### src/rtl/result_readback.sv
`default_nettype none
// +--------------------------------------------------------------------------+
// | Module  : result_readback                                                |
// | Purpose : captures multiplier write-backs into a FIFO and streams them   |
// |           to the host (first-word-fall-through) once the run is done.    |
// | Revision: 1.0 - initial release                                          |
// +--------------------------------------------------------------------------+
module result_readback #(
  parameter int DW    = 32,
  parameter int DEPTH = 8,
  parameter int AW    = 3
) (
  input  logic          clk,
  input  logic          reset,
  input  logic          start,
  input  logic          done,
  input  logic          we,
  input  logic [DW-1:0] c,
  input  logic          we_ov,
  input  logic          overflow,
  output logic          out_valid,
  input  logic          out_ready,
  output logic [DW-1:0] out_data,
  output logic          out_ov,
  output logic [AW-1:0] out_idx,
  output logic [AW:0]   count,
  output logic          lost,
  output logic          busy,
  output logic          drained
);

  typedef enum logic [1:0] {
    S_IDLE    = 2'd0,
    S_COLLECT = 2'd1,
    S_DRAIN   = 2'd2,
    S_DONE    = 2'd3
  } state_t;

  localparam logic [AW:0] c_depth = (AW+1)'(DEPTH);

  state_t        r_state;
  logic [AW-1:0] r_wr_ptr;
  logic [AW-1:0] r_rd_ptr;
  logic [AW:0]   r_count;
  logic          r_lost;
  logic [DW:0]   r_mem [DEPTH];

  logic          w_push_req;
  logic          w_pop;
  logic          w_push;
  logic          w_full;
  logic [DW:0]   w_head;

  assign w_head     = r_mem[r_rd_ptr];
  assign w_full     = (r_count == c_depth);
  assign out_valid  = (r_state == S_DRAIN) && (r_count != '0);
  assign w_pop      = out_valid && out_ready;
  assign w_push_req = we && ((r_state == S_COLLECT) || (r_state == S_DRAIN));
  // A full FIFO still accepts a write when the head leaves in the same cycle.
  assign w_push     = w_push_req && (!w_full || w_pop);

  assign out_data = w_head[DW-1:0];
  assign out_ov   = w_head[DW];
  assign out_idx  = r_rd_ptr;
  assign count    = r_count;
  assign lost     = r_lost;
  assign busy     = (r_state != S_IDLE);
  assign drained  = (r_state == S_DONE);

  always_ff @(posedge clk or negedge reset) begin
    if (!reset) begin
      r_state  <= S_IDLE;
      r_wr_ptr <= '0;
      r_rd_ptr <= '0;
      r_count  <= '0;
      r_lost   <= 1'b0;
      for (int i = 0; i < DEPTH; i++) begin
        r_mem[i] <= '0;
      end
    end else begin
      if (w_push) begin
        r_mem[r_wr_ptr] <= {we_ov & overflow, c};
        r_wr_ptr        <= r_wr_ptr + 1'b1;
      end
      if (w_pop) begin
        r_rd_ptr <= r_rd_ptr + 1'b1;
      end
      if (w_push_req && !w_push) begin
        r_lost <= 1'b1;
      end
      r_count <= r_count + (AW+1)'(w_push) - (AW+1)'(w_pop);

      case (r_state)
        S_IDLE: begin
          // No push or pop can happen in IDLE, so clearing here never races them.
          if (start) begin
            r_state  <= S_COLLECT;
            r_wr_ptr <= '0;
            r_rd_ptr <= '0;
            r_count  <= '0;
            r_lost   <= 1'b0;
          end
        end
        S_COLLECT: begin
          if (done) begin
            r_state <= S_DRAIN;
          end
        end
        S_DRAIN: begin
          if ((r_count == '0) && !w_push) begin
            r_state <= S_DONE;
          end
        end
        S_DONE: begin
          r_state <= S_IDLE;
        end
        default: begin
          r_state <= S_IDLE;
        end
      endcase
    end
  end

endmodule
`default_nettype wire

### config.mk
export PLATFORM = sky130hd
export DESIGN_NAME = result_readback
export DESIGN_NICKNAME = d
export VERILOG_FILES = /design/src/rtl/result_readback.sv
export SDC_FILE = /design/constraint.sdc
export NUM_CORES = 1
export LEC_CHECK = 0
export ABC_AREA = 0
export CORE_MARGIN = 4
export CORE_UTILIZATION = 56
export CTS_CLUSTER_SIZE = 8
export DETAILED_ROUTE_END_ITERATION = 8
export GPL_ROUTABILITY_DRIVEN = 0
export GPL_TIMING_DRIVEN = 0
export PLACE_DENSITY = 0.86
export SYNTH_ARGS = -nofsm -noshare
export SYNTH_HDL_FRONTEND = slang
export SYNTH_SLANG_ARGS = --single-unit
### constraint.sdc
create_clock -name clk -period 4.85 [get_ports clk]
set_input_delay 0.485 -clock clk [delete_from_list [all_inputs] [get_ports clk]]
set_output_delay 0.485 -clock clk [all_outputs]
set_load 0.005 [all_outputs]
==> impl_metrics.yaml <==
cells_and_area:
  layout-area-overhead-vs-synth_pct: 17.98
  filler_cell_count: 1533
  final_cell_count_no_fill: 1189
  drive_gt1_share_pct: 46.79
  seqCellArea_mm2: 0.006932
  num-nets-final: 955
  multiInputGateArea_mm2: 0.005450
  insertedDiodeCount: 0
power:
  power.switching_uw: 2926
  pwr_density_cell_mw_per_mm2: 669.2
  swShare_pct: 28.90
  sequential_share_of_power_pct: 37.6
  ir_drop_mv: 0.3842
  p_leak_uw: 0.006672
  finalPower_uw: 10120
  clockPowerShare_pct: 23.7
  cell_internal_pwr_uw: 7198
  p_comb_share_pct: 38.7
synthesis:
  synth_area_mm2: 0.01282
  ys_seq_elements: 277
  ys_dominant_reg_cell: "sky130_fd_sc_hd__dfrtp_1"
  synthDominantCellAreaShare_pct: 54.06
  most_instantiated_cells_after_synthesis: "277 x sky130_fd_sc_hd__dfrtp_1, 265 x sky130_fd_sc_hd__mux2_2, 66 x sky130_fd_sc_hd__mux4_2, 25 x sky130_fd_sc_hd__buf_6, 24 x sky130_fd_sc_hd__mux2_1"
  synth.most_common_cell: "sky130_fd_sc_hd__dfrtp_1"
  post-synth-top-area-cell: "sky130_fd_sc_hd__dfrtp_1"
  postSynthAreaPerCell_um2: 16.57
  asyncSetResetFlopFracSynth_pct: 100.0
  ys_warn_count: 0
  syn-instance-count: 774
  synth_sequential_area_ratio_pct: 54.06
  leading_cell_types_by_total_area_after_synthesis: "sky130_fd_sc_hd__dfrtp_1 54%, sky130_fd_sc_hd__mux2_2 23%, sky130_fd_sc_hd__mux4_2 12%"
  syn_nets: 827
  synth_enable_flop_cells: 0
  yosys.cell_types.count: 35
timing:
  finalSetupViolCount: 0
  finalSetupTns_ns: 0
  fin_crit_ns: 3.973
  worst_slew_margin_rel_pct: 43.37
  timing.fmax_mhz: 251.7
  timing.final.crit_share_pct: 81.92
  timing.final.max_slew_violations: 0
  max_slew.worst_pin.slew_ns: 0.8495
  final.setup_skew_ns: 0.01380
  report.final.hold_viol_count: 0
  unrepaired_setup_endpoints_after_global_routing: "false"
  fin_ws_ns: 0.8768
floorplan:
  boundaryPins: 84
  die_height_um: 159.3
  core_mm2: 0.02257
  design.die.area_mm2: 0.02538
  die_width_um: 159.3
  initial_utilization_pct: 56.81
  placementRows: 55
global_routing:
  grt_pass1_wl_um: 43980
  first_global_vias: 7961
  grt_max_degree: 124
  grtUsageMet3_pct: 3.935
  grt_use_met1_pct: 29.57
  track_usage_pct: 21.71
  antenna_found_initial: 0
  top_usage_layer: "met2"
  grt.met2_usage_pct: 36.38
  overflow: 0
placed_design:
  detailed_place_hpwl_um: 16890
  post-place-ws_ns: 1.432
  portBuffers: 83
  dp.cells: 1144
clocking:
  clk_latency_worst_skew_pair_ns: 0.51
  cts_inserted_buffers: 40
  cts_tree: "done"
  worst_setup_hold_path_clk_slew_ns: 0.05
  tritoncts_num_sinks: 277
  clock-root-buffer: "sky130_fd_sc_hd__clkbuf_16"
  ctsHtreeMaxLevel: 2
  clock_path_buffers: 3
setup_path:
  cp_class: "flip-flop to output port"
  flop2flop_setup_slack_ns: 2.24
  critical_path_launch_point_type: "flip-flop"
  required_ns: 4.37
  worst-endpoint-arrival_ns: 3.49
  end_kind: "output port"
  timing.critical_path.fanout_max: 10
detailed_routing:
  num_vias: 7078
  post-route-drc-count: 0
  final_antenna_net_count: 0
  final_routed_wire_length_divided_by_cell_count_um: 22.54
  first_iter_violations: 287
  via_per_inst: 5.953
  routed_wl_um: 26800
  drt-pass1-iter-count: 4
job:
  max-cap-violations: 0
status:
  run_status: "completed"
worst_hold_path:
  worst_hold_path_type: "input port to async pin"
## power by group through the flow
| stage | logic (uW) | clock network (uW) | registers (uW) |
|---|---|---|---|
| floorplan | 2660 | 0 | 3630 |
| global placement | 3830 | 0 | 3760 |
| detailed placement | 3940 | 0 | 3810 |
| CTS | 3980 | 2440 | 3800 |
| global route | 4250 | 2540 | 3910 |
| finish | 3920 | 2400 | 3800 |
## cells by family (layout without fill, tap and decap cells)
logic type | Yosys count | after routing | synth area share, %
buffers and inverters | 65 | 195 | 3.435
AND/OR/NAND/NOR | 39 | 39 | 2.420
flip-flops | 277 | 277 | 54.06
XOR/XNOR | 4 | 4 | 0.2733
AO/OA/AOI/OAI | 12 | 12 | 0.8100
adder cells (fa/ha/maj) | 13 | 13 | 1.327
multiplexers | 364 | 364 | 37.68
## routing by layer
metal  vias to the layer above  routed length [um]
li1                       3116                   -
met1                      3763               11490
met2                       155               13590
met3                        44                1174
met4                         0                 543
met5                         -                   0
## worst max-delay path: stages, from the launching register on
cell and delay (ns):
sky130_fd_sc_hd__dfrtp_1 0.52, sky130_fd_sc_hd__clkbuf_1 0.54, sky130_fd_sc_hd__clkbuf_1 0.62, sky130_fd_sc_hd__mux4_2 0.42, sky130_fd_sc_hd__o21ai_0 0.30, sky130_fd_sc_hd__clkdlybuf4s50_1 0.57
## cells in the final DEF (no fill, tap or decap), drive strengths merged, types with 4 or more instances in the layout
| master | instances |
|---|---|
| mux2i | 9 |
| inv | 21 |
| nor2 | 9 |
| clkdlybuf4s50 | 82 |
| clkbuf | 54 |
| mux4 | 66 |
| dfrtp | 277 |
| a21oi | 4 |
| ha | 12 |
| buf | 36 |
| mux2 | 289 |
| nand2 | 4 |
| nand3 | 4 |
| nor3 | 8 |
## path summary, 6_finish.rpt
kind	cells after the start	end	startpoint
max in group asynchronous	3	r_mem[52]	reset
min in group clk	1	r_mem[183]	r_mem[183]
worst min register to register	1	r_mem[183]	r_mem[183]
worst max-delay path	5	out_ov	out_idx[1]
worst max register to register	12	count[2]	r_state[0]
worst min-delay path	2	count[3]	reset
## stage by stage
| stage | hold WS, ns | instance area, um^2 | utilization (%) |
|---|---|---|---|
| after floorplan | 0.1894 | 12820 | - |
| after global placement | 0.4616 | 14010 | 62.07 |
| after detailed placement | 0.3870 | 14070 | 62.33 |
| after CTS | 0.4359 | 15130 | 67.02 |
| after global routing | 0.4665 | 15130 | 67.02 |
| final | 0.4433 | 15130 | 67.02 |
## sequential cells by signal, indices dropped and copies added (netlist names)
| signal | count |
|---|---|
| r_mem | 264 |
| count | 4 |
| out_idx | 3 |
| r_wr_ptr | 3 |
| r_state | 2 |
| lost | 1 |
## final cells by class
type | instances | share of cell area (%)
plain buffers | 46 | 2.440
multi-input cells | 432 | 36.03
clock inverters | 3 | 0.1489
well taps | 285 | 2.357
clock buffers | 41 | 6.782
flip-flops and latches | 277 | 45.82
repair buffers | 86 | 5.955
inverters | 19 | 0.4714
## repair_timing
item                       CTS  global route
setup endpoints to repair    0             0
hold endpoints to repair    34             0
hold buffers                 1             0
resized for setup            0             0
buffers inserted             0             0
(Power assumes the default switching activity.)
